$ cat src/rtl/vga_capture_pkg.sv
// Shared types and constants for the video capture path: block geometry,
// capture FSM states and the write-buffer entry layout.
package vga_capture_pkg;

  localparam int BLOCK_LEN = 32;

  // Widest coordinate counter supported; the FIFO entry address is sized for it.
  localparam int MAX_WIDTH = 16;

  function automatic int blk_addr_width(input int width);
    return 2 * width - 5;
  endfunction

  localparam int MAX_ADDR_W = blk_addr_width(MAX_WIDTH);

  typedef enum logic [1:0] {
    IDLE,
    ARMED,
    CAPTURE,
    DRAIN
  } cap_state_t;

  typedef struct packed {
    logic [MAX_ADDR_W-1:0] addr;
    logic [BLOCK_LEN-1:0]  data;
    logic [BLOCK_LEN-1:0]  mask;
  } fifo_entry_t;

endpackage

$ cat src/rtl/vga_capture_if.sv
// Cell-RAM write port of the capture block: valid/ready handshake carrying a
// block index, packed cell data and a per-bit write mask.
interface vga_capture_if
  import vga_capture_pkg::*;
#(
  parameter int WIDTH = 12
);

  localparam int ADDR_W = blk_addr_width(WIDTH);

  logic                 wr_valid;
  logic                 wr_ready;
  logic [ADDR_W-1:0]    wr_addr;
  logic [BLOCK_LEN-1:0] wr_data;
  logic [BLOCK_LEN-1:0] wr_mask;

  modport master (
    output wr_valid,
    output wr_addr,
    output wr_data,
    output wr_mask,
    input  wr_ready
  );

  modport slave (
    input  wr_valid,
    input  wr_addr,
    input  wr_data,
    input  wr_mask,
    output wr_ready
  );

endinterface

$ cat src/rtl/vga_capture_fifo.sv
// Two-entry valid/ready FIFO; the head entry stays stable until it is popped.
module capture_fifo #(
  parameter int DW = 8
) (
  input  logic          clk,
  input  logic          reset,
  input  logic          in_valid,
  output logic          in_ready,
  input  logic [DW-1:0] in_data,
  output logic          out_valid,
  input  logic          out_ready,
  output logic [DW-1:0] out_data
);

  logic [DW-1:0] mem [0:1];
  logic          rd_ptr;
  logic          wr_ptr;
  logic [1:0]    count;
  logic          push;
  logic          pop;

  // A simultaneous pop frees the slot, so a full FIFO still accepts then.
  assign out_valid = (count != 2'd0);
  assign in_ready  = (count != 2'd2) || out_ready;
  assign push      = in_valid && in_ready;
  assign pop       = out_valid && out_ready;
  assign out_data  = mem[rd_ptr];

  always_ff @(posedge clk) begin
    if (push) begin
      mem[wr_ptr] <= in_data;
    end
  end

  always_ff @(posedge clk or posedge reset) begin
    if (reset) begin
      rd_ptr <= 1'b0;
      wr_ptr <= 1'b0;
      count  <= 2'd0;
    end else begin
      if (push) begin
        wr_ptr <= ~wr_ptr;
      end
      if (pop) begin
        rd_ptr <= ~rd_ptr;
      end
      case ({push, pop})
        2'b10:   count <= count + 2'd1;
        2'b01:   count <= count - 2'd1;
        default: count <= count;
      endcase
    end
  end

endmodule

$ cat src/rtl/vga_capture.sv
// Video capture: recovers pixel coordinates from a sync/DE stream, thresholds
// pixels to live/dead cells and writes packed 32-cell blocks to the cell RAM.
module vga_capture
  import vga_capture_pkg::*;
#(
  parameter int WIDTH     = 12,
  parameter int HSIZE     = 800,
  parameter int VSIZE     = 600,
  parameter int HSPP      = 1,
  parameter int VSPP      = 1,
  parameter int P_PARAM_N = 800,
  parameter int P_PARAM_M = 600,
  parameter int THRESHOLD = 128
) (
  input  logic                 clk,
  input  logic                 reset,
  input  logic                 arm,
  input  logic                 hsync,
  input  logic                 vsync,
  input  logic                 data_enable,
  input  logic [7:0]           video_red,
  input  logic [7:0]           video_green,
  input  logic [7:0]           video_blue,
  vga_capture_if.master        wr_if,
  output logic                 busy,
  output logic                 frame_done,
  output logic                 overflow
);

  localparam int GRID_N = (P_PARAM_N < HSIZE) ? P_PARAM_N : HSIZE;
  localparam int GRID_M = (P_PARAM_M < VSIZE) ? P_PARAM_M : VSIZE;
  localparam int POS_W  = 2 * WIDTH;
  localparam int ADDR_W = blk_addr_width(WIDTH);

  localparam logic [WIDTH-1:0] GRID_N_W = WIDTH'(GRID_N);
  localparam logic [WIDTH-1:0] GRID_M_W = WIDTH'(GRID_M);
  localparam logic [POS_W-1:0] LAST_POS = POS_W'(GRID_N * GRID_M - 1);
  localparam logic [9:0]       LIVE_SUM = 10'(3 * THRESHOLD);
  localparam logic             HS_ACT   = 1'(HSPP);
  localparam logic             VS_ACT   = 1'(VSPP);

  logic                 s1_hs, s1_vs, s1_de;
  logic [7:0]           s1_r, s1_g, s1_b;
  logic                 de_prev, vs_prev;
  logic                 vs_edge, de_rise, de_fall;
  logic                 hsync_active_unused;
  logic [WIDTH-1:0]     x_cnt, y_cnt, cur_x;
  logic [9:0]           rgb_sum;
  logic                 s2_pix, s2_in_grid, s2_live;
  logic [POS_W-1:0]     s2_pos;
  cap_state_t           state, state_next;
  logic                 pack, flush, abort, drop, is_last;
  logic [4:0]           bit_idx;
  logic [BLOCK_LEN-1:0] cell_bit, blk_data, blk_mask;
  logic [BLOCK_LEN-1:0] pack_data, pack_mask;
  fifo_entry_t          push_entry, head;
  logic [MAX_ADDR_W-1:0] addr_pad_unused;
  logic                 fifo_in_ready, fifo_out_valid;

  // Stage 1: every video input is registered once; edges come from these copies.
  always_ff @(posedge clk or posedge reset) begin
    if (reset) begin
      s1_hs   <= ~HS_ACT;
      s1_vs   <= ~VS_ACT;
      s1_de   <= 1'b0;
      s1_r    <= 8'd0;
      s1_g    <= 8'd0;
      s1_b    <= 8'd0;
      de_prev <= 1'b0;
      vs_prev <= ~VS_ACT;
    end else begin
      s1_hs   <= hsync;
      s1_vs   <= vsync;
      s1_de   <= data_enable;
      s1_r    <= video_red;
      s1_g    <= video_green;
      s1_b    <= video_blue;
      de_prev <= s1_de;
      vs_prev <= s1_vs;
    end
  end

  assign vs_edge = (s1_vs == VS_ACT) && (vs_prev != VS_ACT);
  assign de_rise = s1_de && !de_prev;
  assign de_fall = !s1_de && de_prev;
  // Line timing is taken from data_enable; hsync is only carried for alignment.
  assign hsync_active_unused = (s1_hs == HS_ACT);

  assign cur_x = de_rise ? '0 : x_cnt;

  always_ff @(posedge clk or posedge reset) begin
    if (reset) begin
      x_cnt <= '0;
      y_cnt <= '0;
    end else begin
      if (s1_de) begin
        x_cnt <= cur_x + 1'b1;
      end
      if (vs_edge) begin
        y_cnt <= '0;
      end else if (de_fall) begin
        y_cnt <= y_cnt + 1'b1;
      end
    end
  end

  assign rgb_sum = {2'b00, s1_r} + {2'b00, s1_g} + {2'b00, s1_b};

  // Stage 2: linear cell position, grid membership and the live decision.
  always_ff @(posedge clk or posedge reset) begin
    if (reset) begin
      s2_pix     <= 1'b0;
      s2_in_grid <= 1'b0;
      s2_live    <= 1'b0;
      s2_pos     <= '0;
    end else begin
      s2_pix     <= s1_de;
      s2_in_grid <= (cur_x < GRID_N_W) && (y_cnt < GRID_M_W);
      s2_live    <= (rgb_sum >= LIVE_SUM);
      s2_pos     <= POS_W'(y_cnt) * POS_W'(GRID_N) + POS_W'(cur_x);
    end
  end

  assign bit_idx  = s2_pos[4:0];
  assign cell_bit = {{(BLOCK_LEN-1){1'b0}}, 1'b1} << bit_idx;
  assign is_last  = (s2_pos == LAST_POS);
  assign abort    = (state == CAPTURE) && vs_edge;
  assign pack     = (state == CAPTURE) && s2_pix && s2_in_grid && !vs_edge;
  assign flush    = pack && ((bit_idx == 5'd31) || is_last);
  assign blk_data = pack_data | (s2_live ? cell_bit : '0);
  assign blk_mask = pack_mask | cell_bit;
  assign drop     = flush && !fifo_in_ready;

  assign push_entry = '{addr: MAX_ADDR_W'(s2_pos[POS_W-1:5]),
                        data: blk_data,
                        mask: blk_mask};

  // The packer always restarts empty after a flush, an abort or outside CAPTURE.
  always_ff @(posedge clk or posedge reset) begin
    if (reset) begin
      pack_data <= '0;
      pack_mask <= '0;
    end else if ((state != CAPTURE) || vs_edge || flush) begin
      pack_data <= '0;
      pack_mask <= '0;
    end else if (pack) begin
      pack_data <= blk_data;
      pack_mask <= blk_mask;
    end
  end

  capture_fifo #(
    .DW($bits(fifo_entry_t))
  ) u_fifo (
    .clk       (clk),
    .reset     (reset),
    .in_valid  (flush),
    .in_ready  (fifo_in_ready),
    .in_data   (push_entry),
    .out_valid (fifo_out_valid),
    .out_ready (wr_if.wr_ready),
    .out_data  (head)
  );

  // Entry address is sized for the widest configuration; upper bits stay zero.
  assign addr_pad_unused = head.addr;
  assign wr_if.wr_valid  = fifo_out_valid;
  assign wr_if.wr_addr   = head.addr[ADDR_W-1:0];
  assign wr_if.wr_data   = head.data;
  assign wr_if.wr_mask   = head.mask;

  always_ff @(posedge clk or posedge reset) begin
    if (reset) begin
      state <= IDLE;
    end else begin
      state <= state_next;
    end
  end

  always_comb begin
    state_next = state;
    busy       = 1'b1;
    frame_done = 1'b0;
    case (state)
      IDLE: begin
        busy = 1'b0;
        if (arm) begin
          state_next = ARMED;
        end
      end
      ARMED: begin
        if (vs_edge) begin
          state_next = CAPTURE;
        end
      end
      CAPTURE: begin
        if (vs_edge) begin
          state_next = IDLE;
        end else if (pack && is_last) begin
          state_next = DRAIN;
        end
      end
      DRAIN: begin
        if (!fifo_out_valid && (pack_mask == '0)) begin
          frame_done = 1'b1;
          state_next = IDLE;
        end
      end
      default: state_next = IDLE;
    endcase
  end

  // Sticky until the next accepted arm; set by a dropped block or a short frame.
  always_ff @(posedge clk or posedge reset) begin
    if (reset) begin
      overflow <= 1'b0;
    end else if ((state == IDLE) && arm) begin
      overflow <= 1'b0;
    end else if (drop || abort) begin
      overflow <= 1'b1;
    end
  end

endmodule

$ cat src/flat_wrapper.sv
// flat-port wrapper written by rule: the top's interface ports become plain ports
module vga_capture_flat import vga_capture_pkg::*;
#(
  parameter int WIDTH     = 12,
  parameter int HSIZE     = 800,
  parameter int VSIZE     = 600,
  parameter int HSPP      = 1,
  parameter int VSPP      = 1,
  parameter int P_PARAM_N = 800,
  parameter int P_PARAM_M = 600,
  parameter int THRESHOLD = 128
)
  (clk, reset, arm, hsync, vsync, data_enable, video_red, video_green, video_blue, busy, frame_done, overflow, wr_if_wr_valid, wr_if_wr_addr, wr_if_wr_data, wr_if_wr_mask, wr_if_wr_ready);
  vga_capture_if #(.WIDTH(WIDTH)) wr_if_i ();
  input  logic clk;
  input  logic reset;
  input  logic arm;
  input  logic hsync;
  input  logic vsync;
  input  logic data_enable;
  input  logic [7:0] video_red;
  input  logic [7:0] video_green;
  input  logic [7:0] video_blue;
  output logic busy;
  output logic frame_done;
  output logic overflow;
  output wire logic [$bits(wr_if_i.wr_valid)-1:0] wr_if_wr_valid;
  output wire logic [$bits(wr_if_i.wr_addr)-1:0] wr_if_wr_addr;
  output wire logic [$bits(wr_if_i.wr_data)-1:0] wr_if_wr_data;
  output wire logic [$bits(wr_if_i.wr_mask)-1:0] wr_if_wr_mask;
  input wire logic [$bits(wr_if_i.wr_ready)-1:0] wr_if_wr_ready;
  assign wr_if_wr_valid = wr_if_i.wr_valid;
  assign wr_if_wr_addr = wr_if_i.wr_addr;
  assign wr_if_wr_data = wr_if_i.wr_data;
  assign wr_if_wr_mask = wr_if_i.wr_mask;
  assign wr_if_i.wr_ready = wr_if_wr_ready;
  vga_capture #(.WIDTH(WIDTH), .HSIZE(HSIZE), .VSIZE(VSIZE), .HSPP(HSPP), .VSPP(VSPP), .P_PARAM_N(P_PARAM_N), .P_PARAM_M(P_PARAM_M), .THRESHOLD(THRESHOLD)) u_core (.clk(clk), .reset(reset), .arm(arm), .hsync(hsync), .vsync(vsync), .data_enable(data_enable), .video_red(video_red), .video_green(video_green), .video_blue(video_blue), .wr_if(wr_if_i), .busy(busy), .frame_done(frame_done), .overflow(overflow));
endmodule
$ cat config.mk
export PLATFORM = sky130hd
export DESIGN_NAME = vga_capture_flat
export DESIGN_NICKNAME = d
export VERILOG_FILES = /design/src/rtl/vga_capture_pkg.sv /design/src/rtl/vga_capture_if.sv /design/src/rtl/vga_capture_fifo.sv /design/src/rtl/vga_capture.sv /design/src/flat_wrapper.sv
export SDC_FILE = /design/constraint.sdc
export NUM_CORES = 1
export LEC_CHECK = 0
export ABC_CLOCK_PERIOD_IN_PS = 5100
export CORE_ASPECT_RATIO = 0.9
export CORE_MARGIN = 10
export CORE_UTILIZATION = 53
export CTS_CLUSTER_SIZE = 24
export DETAILED_ROUTE_END_ITERATION = 10
export PLACE_DENSITY = 0.78
export SKIP_LAST_GASP = 1
export SYNTH_ARGS = -nofsm -noshare
export SYNTH_HDL_FRONTEND = slang
export SYNTH_SLANG_ARGS = --single-unit
$ cat constraint.sdc
create_clock -name clk -period 5.1 [get_ports clk]
set_clock_uncertainty 0.15 [all_clocks]
set_input_delay 0.765 -clock clk [delete_from_list [all_inputs] [get_ports clk]]
set_output_delay 0.765 -clock clk [all_outputs]
set_load 0.005 [all_outputs]
==> After elaboration in Yosys (flattened, before gate mapping) <==
Memory sizes are Yosys's and may differ from the RTL's.
Index checks and enable logic that the tools add are counted.
{ "totals": {"register_bits": 149, "latch_bits": 0, "memories": 1, "output_inout_bits": 87, "rom_bits": 0, "ram_bits": 166, "inputBits": 31, "word_cells": 105} }
{ "op_classes": {"div_mod_pow": 0, "n_reduce_logical": 33, "magnitude_cmp": 3, "shift": 1, "mul": 1, "muxes": 22, "eq_ne": 13, "n_bitwise": 5, "n_addsub": 7} }
{ "memory_table": {"columns": ["memory", "depth", "width", "rd", "rd_ports_with_merged_regs", "write_ports", "line_no", "source"], "rows": [
  ["u_core.u_fifo.mem", 2, 83, 1, 0, 1, "vga_capture_fifo.sv:15", "logic [DW-1:0] mem [0:1];"]
]} }
{ "op_table": {"columns": ["operator", "n"], "rows": [
  ["2-to-1 mux 32 bit", 5],
  ["bitwise OR 32 bit", 2],
  ["2-to-1 mux 12 bit", 3],
  ["zero test 32 bit", 1],
  ["left shift 1 x 5 -> 32 bit (first input constant)", 1],
  ["adder 12 x 1 -> 12 bit (second input constant)", 2],
  ["equality test 24 x 19 -> 1 bit (second input constant)", 1],
  ["< comparator 12 x 10 -> 1 bit (second input constant)", 2],
  ["adder 22 x 12 -> 23 bit", 1],
  ["multiplier 12 x 5 -> 17 bit (second input constant)", 1],
  ["logical AND 1 bit", 15],
  ["adder 10 x 8 -> 10 bit", 1],
  ["greater-or-equal comparator 10 x 9 -> 1 bit (second input constant)", 1],
  ["2-to-1 mux 2 bit", 5],
  ["nonzero test 2 bit", 5],
  ["adder 8 x 8 -> 9 bit", 1],
  ["one-hot mux 2 bit (4 select lines)", 1],
  ["2-to-1 mux 1 bit", 7],
  ["equality test 2 bit (second input constant)", 3],
  ["!= test 2 bit (second input constant)", 3],
  ["equality test 5 bit (second input constant)", 1],
  ["zero test 1 bit", 5],
  ["logical OR 1 bit", 5],
  ["equality test 2 x 1 -> 1 bit (second input constant)", 2],
  ["8 further kinds", 11]
]} }

==> Longest topological paths before layout <==
Gate-level depths: netlist (run 1).
{ "logic_depth": {"ltp_word": 9, "mapped_depth": 16, "mapped_depth_nobuf": 15} }

==> Hierarchy <==
A second synthesis (run 1) with hierarchy kept.
{ "hier_totals": {"cells_unflattened": 1093, "hier_area_um2": 14903.0} }
{ "by_module_without_submodules": {"columns": ["module", "area_each_um2", "seq_area_each_um2", "instances", "cells_each"], "rows": [
  ["vga_capture", 8101.5, 3603.5, 1, 792],
  ["capture_fifo", 6801.5, 5565.3, 1, 301]
]} }

==> Least setup slack after synthesis (run 1) <==
OpenSTA, ideal clock, no wires.
{ "synth_timing": {"path_kind": "register -> register", "startpoint": "reg u_core.s2_pos[4]", "endpoint": "mem u_core.u_fifo.mem[0][0] in the netlist's numbering (enable)", "n_path_buf": 2, "setup_ns": 0.523, "arrival_ns": 5.030, "period_less_slack_ns": 5.703, "path_stages_with_launch": 8, "required_time_ns": 4.427, "path_slack_ns": -0.603, "cell_sequence": "dfrtp_1 -> clkbuf_1 -> and2_0 -> and3_1 -> nand4_1 -> or2_2 -> clkbuf_1 -> nor2_1"} }
{ "synth_via": {"elab_chain_cells": 6, "elab_cells_between_ends": 7, "cone_classes": "2 x eq/ne; 2 x mux; 3 x reduce/logical"} }
{ "synth_rtl": {"columns": ["item", "line_no", "source"], "rows": [
  ["from (decl)", "vga_capture.sv:50", "logic [POS_W-1:0] s2_pos;"],
  ["from (signal assigned)", "vga_capture.sv:120", "s2_pos <= POS_W'(y_cnt) * POS_W'(GRID_N) + POS_W'(cur_x);"],
  ["equality test 24 x 19 -> 1 bit or equality test 5 bit (tied branches)", "vga_capture.sv:126, vga_capture.sv:129", null],
  ["logical OR 1 bit (*)", "vga_capture.sv:129", "assign flush = pack && ((bit_idx == 5'd31) || is_last);"],
  ["logical AND 1 bit (*)", "vga_capture.sv:129", null],
  ["logical AND 1 bit (*)", "vga_capture_fifo.sv:25", "assign push = in_valid && in_ready;"],
  ["2-to-1 mux 1 bit (*)", "vga_capture_fifo.sv:30", "if (push) begin"],
  ["2-to-1 mux 1 bit (not written as such) (*)", "vga_capture_fifo.sv:31", "mem[wr_ptr] <= in_data;"],
  ["to (decl)", "vga_capture_fifo.sv:15", null]
]} }
Mark *: on every way between the ends. The rest lies on a longest branch, timed or not.

==> Worst setup path after layout (run 1) <==
{ "layout_timing": {"startpoint": "reg u_core.y_cnt[5]", "endpoint": "reg u_core.s2_pos[19]"} }
{ "layout_via": {"elab_chain_cells": 2} }
{ "layout_rtl": {"columns": ["item", "line_no", "source"], "rows": [
  ["from (decl)", "vga_capture.sv:47", "logic [WIDTH-1:0] x_cnt, y_cnt, cur_x;"],
  ["from (signal assigned)", "vga_capture.sv:102", "y_cnt <= y_cnt + 1'b1;"],
  ["multiplier 12 x 5 -> 17 bit", "vga_capture.sv:120", null],
  ["adder 22 x 12 -> 23 bit", "vga_capture.sv:120", null]
]} }
No other way between the ends.
A chain may end at the register's enable or synchronous reset.

==> results.sh, run 1 <==
export IMPL_status="completed"
export IMPL_die_area_mm2=0.03386
export IMPL_die_w_um=192.9
export IMPL_track_usage_pct=17.28
export IMPL_muxShareOfSynthArea_pct=6.777
export IMPL_hold_class="reg -> reg"
export IMPL_gp_congestion=0.8565
export IMPL_synthSimpleGateAreaFrac_pct=8.972
export IMPL_synth_flop_cell="edfxtp_1"
export IMPL_switching_share_pct=26.81
export IMPL_yosysWarnings=0
export IMPL_seq_power_share_pct=45.5
export IMPL_critPathMaxStageDelay_ns=0.56
export IMPL_slew_headroom_pct=19.66
export IMPL_postCtsHoldBufs=0
export IMPL_max_cap_violations=0
export IMPL_initial_utilization_pct=54.24
export IMPL_cts_buffers_inserted=31
export IMPL_yosysSeqAreaShare_pct=60.54
export IMPL_io_buffers=115
export IMPL_grtUsageMet3_pct=2.772
export IMPL_syn_area_mm2=0.01425
export IMPL_dieHeight_um=175.6
export IMPL_report_final_slew_viol_count=0
export IMPL_grt_antenna_before_repair=0
export IMPL_synth_xor_area_share_pct=3.134
export IMPL_met1_usage_pct=22.46
export IMPL_pwr_share_comb_pct=21.2
export IMPL_finalCritPeriodShare_pct=80.84
export IMPL_peakVddDrop_v=0.0002556
export IMPL_synth_compound_area_share_pct=10.37
export IMPL_synth_avg_cell_area_um2=13.15
export IMPL_hpwl_mm=19.67
export IMPL_setup_viol=0
export IMPL_p_leak_nw=7.277
export IMPL_worstSetupPathType="reg -> reg"
export IMPL_p_int_mw=4.785
export IMPL_postCtsSetupBuffers=0
export IMPL_cts_clk_slew_worst_paths_ns=0.06
export IMPL_cp_cell_sequence="inv_1, ha_1, inv_1, ha_1, inv_1, fa_1, inv_1, ha_1, a21o_1, or3_1, o211ai_2, nand4_2, or4b_1, xnor2_1"
export IMPL_post_dp_cell_area_mm2=0.01581
export IMPL_hold_viol=0
export IMPL_routed_via_density=5.564
export IMPL_cts_tree="yes"
export IMPL_critPathLaunchType="flip-flop"
export IMPL_detail_route_antenna_nets=0
export IMPL_cp_end_kind="flip-flop"
export IMPL_whs_ns=0.2468
export IMPL_cts_root_buf="clkbuf_16"
export IMPL_async_flop_share_pct=47.44
export IMPL_rows=56
export IMPL_clock_sinks=312
export IMPL_grt_pass1_vias=9105
export IMPL_tightest_slew_ns=1.205
export IMPL_core_mm2=0.02628
export IMPL_power_density_mw_per_mm2=389.6
export IMPL_busiest_layer="met2"
export IMPL_grt_pass1_wl_mm=47.22
export IMPL_htree_levels=1
export IMPL_crit_slowest_cell="or4b_1"
export IMPL_use_met2_pct=28.93
export IMPL_drt_iter0_drc=623
export IMPL_p_switching_mw=1.753
export IMPL_drt_wl_total_mm=29.35
export IMPL_fmax_mhz=242.6
export IMPL_vias=8780
export IMPL_post_drt_wl_per_cell_um=18.60
export IMPL_diodes=0
export IMPL_ff2ff_setup_slack_ns=0.98
export IMPL_fin_nets=1317
export IMPL_tns_ns=0
export IMPL_fill_cells=1944
export IMPL_drive_gt1_share_pct=12.76
export IMPL_clock_path_buffers=3
export IMPL_syn_nets=1195
export IMPL_clk_latency_ns=0.57
export IMPL_postLayoutCellArea_mm2=0.01678
export IMPL_netlist_instances=1084
export IMPL_grt_overflow_total=0
export IMPL_drtPass1Iterations=5
export IMPL_cp_required_ns=5.38
export IMPL_pwr_share_clk_pct=33.3
export IMPL_ioPinCount=118
export IMPL_synth_distinct_cells=67
export IMPL_synth_top_family_by_area="compound AO/OA/AOI/OAI gates"
export IMPL_syn2layout_area_growth_pct=17.73
export IMPL_cts_resized=0
export IMPL_synth_seq_cells=312
export IMPL_synth_edff_count=164
export IMPL_crit_top_cell="inv_1"
export IMPL_grt_start_max_net_pins=107
export IMPL_path_max_fanout=9
export IMPL_rsz0062_at_grt="no"
export IMPL_drcViolationCount=0
export IMPL_post_route_util_pct=63.86
export IMPL_fin_crit_ns=4.123
export IMPL_synth_fa_ha_area_share_pct=7.550
export IMPL_arrival_ns=4.41
-- power by group through the flow --
stage	Clock (mW)	Sequential [mW]	Combinational, mW
after floorplan	0	2.85	0.840
after global routing	2.33	3.00	1.50
after CTS	2.21	2.98	1.41
after detailed placement	0	3.02	1.39
after global placement	0	3.02	1.38
final	2.17	2.97	1.39
-- final cells by class --
class / instances / area, um^2 / area share (%)
clock buffers: 40 / 819.5 / 4.884
multi-input cells: 678 / 5275 / 31.44
clock inverters: 17 / 152.6 / 0.9097
repair buffers: 126 / 1246 / 7.427
well taps: 348 / 435.4 / 2.595
inverters: 57 / 219.0 / 1.305
flip-flops and latches: 312 / 8632 / 51.44
-- kinds of logic after synthesis --
logic type,count (synthesis)
simple gates,257
other cells,1
buf+inv,94
xor+xnor,51
fa+ha+maj,80
mux,86
flops,312
compound gates,203
-- registers in the layout, indices dropped and copies added (netlist names), 2 cells and up --
register,flops
u_core.pack_data,32
u_core.pack_mask,32
u_core.s1_b,8
u_core.s1_g,8
u_core.s1_r,8
u_core.s2_pos,23
u_core.state,2
u_core.u_fifo.count,2
u_core.u_fifo.mem,164
u_core.x_cnt,12
u_core.y_cnt,12
-- through the flow --
stage                     instances  power, mW  worst slack, ns
final                          1578      6.538           0.9772
after global placement         1521      4.395            1.102
after global routing           1578      6.828           0.6961
after floorplan                1084      3.690          -0.6033
after CTS                      1578      6.596           0.9784
after detailed placement       1521      4.416           0.9955
-- synth_stat cells (3+ instances only) --
master,count,area [um^2]
edfxtp_1,164,4925
and3_1,8,50.05
clkbuf_1,32,120.1
nand2b_1,5,31.28
and4_1,3,26.28
or3_1,3,18.77
mux2_2,84,945.9
ha_1,70,875.8
a21oi_1,21,105.1
nand2_1,92,345.3
fa_1,10,200.2
a21boi_1,10,75.07
nor3b_1,5,37.54
nand4_1,7,43.79
a21boi_0,56,420.4
or2_2,3,18.77
dfrtp_1,148,3704
o21a_1,6,45.04
o21ai_0,14,70.07
inv_1,55,206.5
xnor2_1,38,332.8
nor2_1,48,180.2
nand3_1,17,85.08
nor3_1,10,50.05
nor2b_1,12,75.07
a31o_2,5,43.79
xor2_1,13,113.9
and2_1,23,143.9
nor4_1,8,50.05
a21o_1,68,510.5
-- worst max-delay path, delay by kind of cell (launching register included) --
family	cells	cell delay, ns
simple gates	3	1.08
xor+xnor	1	0.15
fa+ha+maj	4	1.45
buf+inv	4	0.23
flops	1	0.43
compound gates	2	0.49
-- cells in the final DEF (no fill, tap or decap), types with 14 or more instances in the layout --
master,count
clkdlybuf4s50_1,115
a21o_1,68
inv_1,54
dfrtp_1,147
clkbuf_16,31
ha_1,70
and2_1,23
mux2_2,84
o21ai_0,14
nor2_1,46
xnor2_1,38
nand2_1,92
a21oi_1,21
nand3_1,17
edfxtp_1,164
a21boi_0,56
-- layer usage --
layer  vias up  part of all wire (%)
met5         -                     0
met4         0                   2.9
met3        60                   5.3
met2       224                    48
met1      4361                    44
li1       4135                     -
-- path summary, 6_finish.rpt --
path                                        startpoint                                to  depth (start not counted)
hold reg to reg                 u_core.s1_vs$_DFF_PP0_          u_core.vs_prev$_DFF_PP0_                          0
setup / recovery           u_core.y_cnt[5]$_DFFE_PP0P_       u_core.s2_pos[19]$_DFF_PP0_                         14
setup reg to reg           u_core.y_cnt[5]$_DFFE_PP0P_       u_core.s2_pos[19]$_DFF_PP0_                         14
hold / removal                  u_core.s1_vs$_DFF_PP0_          u_core.vs_prev$_DFF_PP0_                          0
max in group asynchronous                        reset  u_core.pack_data[31]$_DFFE_PP0P_                          3
min in group asynchronous                        reset       u_core.y_cnt[5]$_DFFE_PP0P_                          2
Power figures use the tool's default switching activity.
==> run 2, diff against run 1 <==
ABC_CLOCK_PERIOD_IN_PS = 3450   (was 5100)
clock period = 3.45 ns   (was 5.1 ns; I/O delays follow)
==> run 2 against run 1 <==
  * Final area increased by 5.8%
  * Worst setup slack got worse by 1.3 ns
  * Power increased by 50%
  * First-iteration DRC count increased by 2.6%
  * Via count increased by 4.0%
  * The flow now finishes with violations (negative setup slack)
  * Sequential cell count unchanged
  * Largest power group unchanged
==> results.sh, run 2 (synthesis results as in run 1) <==
export IMPL_ioPinCount=118
export IMPL_cts_clk_slew_worst_paths_ns=0.06
export IMPL_peakVddDrop_v=0.0003887
export IMPL_io_buffers=115
export IMPL_arrival_ns=4.05
export IMPL_drt_iter0_drc=639
export IMPL_cp_required_ns=3.76
export IMPL_gp_congestion=0.8383
export IMPL_fmax_mhz=267.4
export IMPL_drtPass1Iterations=7
export IMPL_die_area_mm2=0.03386
export IMPL_p_leak_nw=7.708
export IMPL_largest_reg_flops=164
export IMPL_power_density_mw_per_mm2=553.4
export IMPL_track_usage_pct=18.16
export IMPL_post_route_util_pct=67.60
export IMPL_tightest_slew_ns=1.031
export IMPL_cts_root_buf="clkbuf_16"
export IMPL_regMostFlops="u_core.u_fifo.mem"
export IMPL_htree_levels=1
export IMPL_cts_buffers_inserted=31
export IMPL_grt_overflow_total=0
export IMPL_reg_top3="u_core.u_fifo.mem (164), u_core.pack_data (32), u_core.pack_mask (32)"
export IMPL_timing_final_ws_setup_ns=-0.2896
export IMPL_rsz0062_at_grt="yes"
export IMPL_post_drt_wl_per_cell_um=19.03
export IMPL_regArea_mm2=0.008632
export IMPL_cp_end_kind="flip-flop"
export IMPL_tns_ns=-1.643
export IMPL_worstSetupPathType="reg -> reg"
export IMPL_routed_via_density=5.519
export IMPL_slew_headroom_pct=31.10
export IMPL_initial_utilization_pct=54.24
export IMPL_grt_pass1_vias=9341
export IMPL_syn2layout_area_growth_pct=24.62
export IMPL_critPathLaunchType="flip-flop"
export IMPL_dieHeight_um=175.6
export IMPL_clock_sinks=312
export IMPL_vias=9128
export IMPL_setup_viol=7
export IMPL_whs_ns=0.2147
export IMPL_fin_nets=1392
export IMPL_finalCritPeriodShare_pct=108.4
export IMPL_drcViolationCount=0
export IMPL_final_common_cell="edfxtp_1"
export IMPL_path_max_fanout=4
export IMPL_fin_crit_ns=3.740
export IMPL_final_cell_mix="edfxtp_1, dfrtp_1, clkdlybuf4s50_1"
export IMPL_grt_start_max_net_pins=68
export IMPL_drt_wl_total_mm=31.47
export IMPL_clock_path_buffers=3
export IMPL_rows=56
export IMPL_postCtsHoldBufs=0
export IMPL_violations="negative setup slack"
export IMPL_diodes=0
export IMPL_fill_cells=1878
export IMPL_report_final_slew_viol_count=0
export IMPL_hold_viol=0
export IMPL_max_cap_violations=0
export IMPL_core_mm2=0.02628
export IMPL_drive_gt1_share_pct=21.90
export IMPL_cts_tree="yes"
export IMPL_grt_pass1_wl_mm=49.43
export IMPL_status="finished with violations"
export IMPL_clk_latency_ns=0.57
export IMPL_detail_route_antenna_nets=0
export IMPL_hold_class="in -> async"
export IMPL_multi_input_area_mm2=0.005603
export IMPL_grt_antenna_before_repair=0
export IMPL_die_w_um=192.9
export IMPL_hpwl_mm=20.99
run 2: changes by cell type in the layout (fill, tap and decap cells not counted), sizes merged:
cell and change:
buf +75, clkinvlp -1, clkbuf +4, clkinv -1, inv -1
run 2: worst paths after layout:
check / start / to / slack (ns) / cells after the start
min in group clk: video_green[2] / u_core.s1_g[2]$_DFF_PP0_ / 0.23 / 1
worst max register to register: u_core.y_cnt[4]$_DFFE_PP0P_ / u_core.s2_pos[19]$_DFF_PP0_ / -0.29 / 13
worst max-delay path: u_core.y_cnt[4]$_DFFE_PP0P_ / u_core.s2_pos[19]$_DFF_PP0_ / -0.29 / 13
worst min-delay path: reset / u_core.x_cnt[11]$_DFFE_PP0P_ / 0.21 / 2
worst min register to register: u_core.s1_vs$_DFF_PP0_ / u_core.vs_prev$_DFF_PP0_ / 0.25 / 0
max in group asynchronous: reset / u_core.u_fifo.rd_ptr$_DFFE_PP0P_ / 2.16 / 3
run 2: per-layer routing:
metal	track usage, %	up-vias	wire (um)
met1	23.41	4517	13320
met3	3.228	58	1952
met5	0	-	0
met2	30.75	283	15310
met4	5.003	0	890
li1	-	4270	-
run 2: power breakdown:
part,switching [mW],internal (mW)
Combinational,1.03,1.26
Sequential,0.202,4.07
Clock,1.38,1.90
Total,2.61,7.22
run 2: what timing repair did:
action / in CTS / in global routing
pin swaps: 23 / 23
gates resized for setup: 27 / 38
setup buffers: 7 / 5
setup endpoints to repair: 9 / 11
run 2: critical path, cell delays in order (launching register included):
cell	delay [ns]
dfrtp_1	0.43
ha_1	0.30
inv_1	0.05
ha_1	0.28
inv_1	0.05
fa_1	0.50
inv_2	0.06
ha_4	0.23
a21o_1	0.19
or3_4	0.34
o211ai_4	0.21
nand4_4	0.16
or4b_4	0.54
xnor2_1	0.13
run 2: area by class of cell:
class	instances	area share, %
clock inverters	14	0.7538
well taps	348	2.452
multi-input cells	678	31.55
inverters	57	1.247
clock buffers	44	4.868
repair buffers	201	10.53
flip-flops and latches	312	48.60
run 2: through the flow:
step           setup WS, ns  std cells  power (mW)  area (um^2)
6_report            -0.2896       1654       9.829        17760
5_1_grt             -0.3940       1654       10.24        17760
4_1_cts             -0.3026       1649       9.904        17530
3_5_place_dp        -0.3883       1585       6.602        16340
3_3_place_gp        -0.2885       1585       6.565        16340
2_1_floorplan       -0.8862       1084       5.455        14260
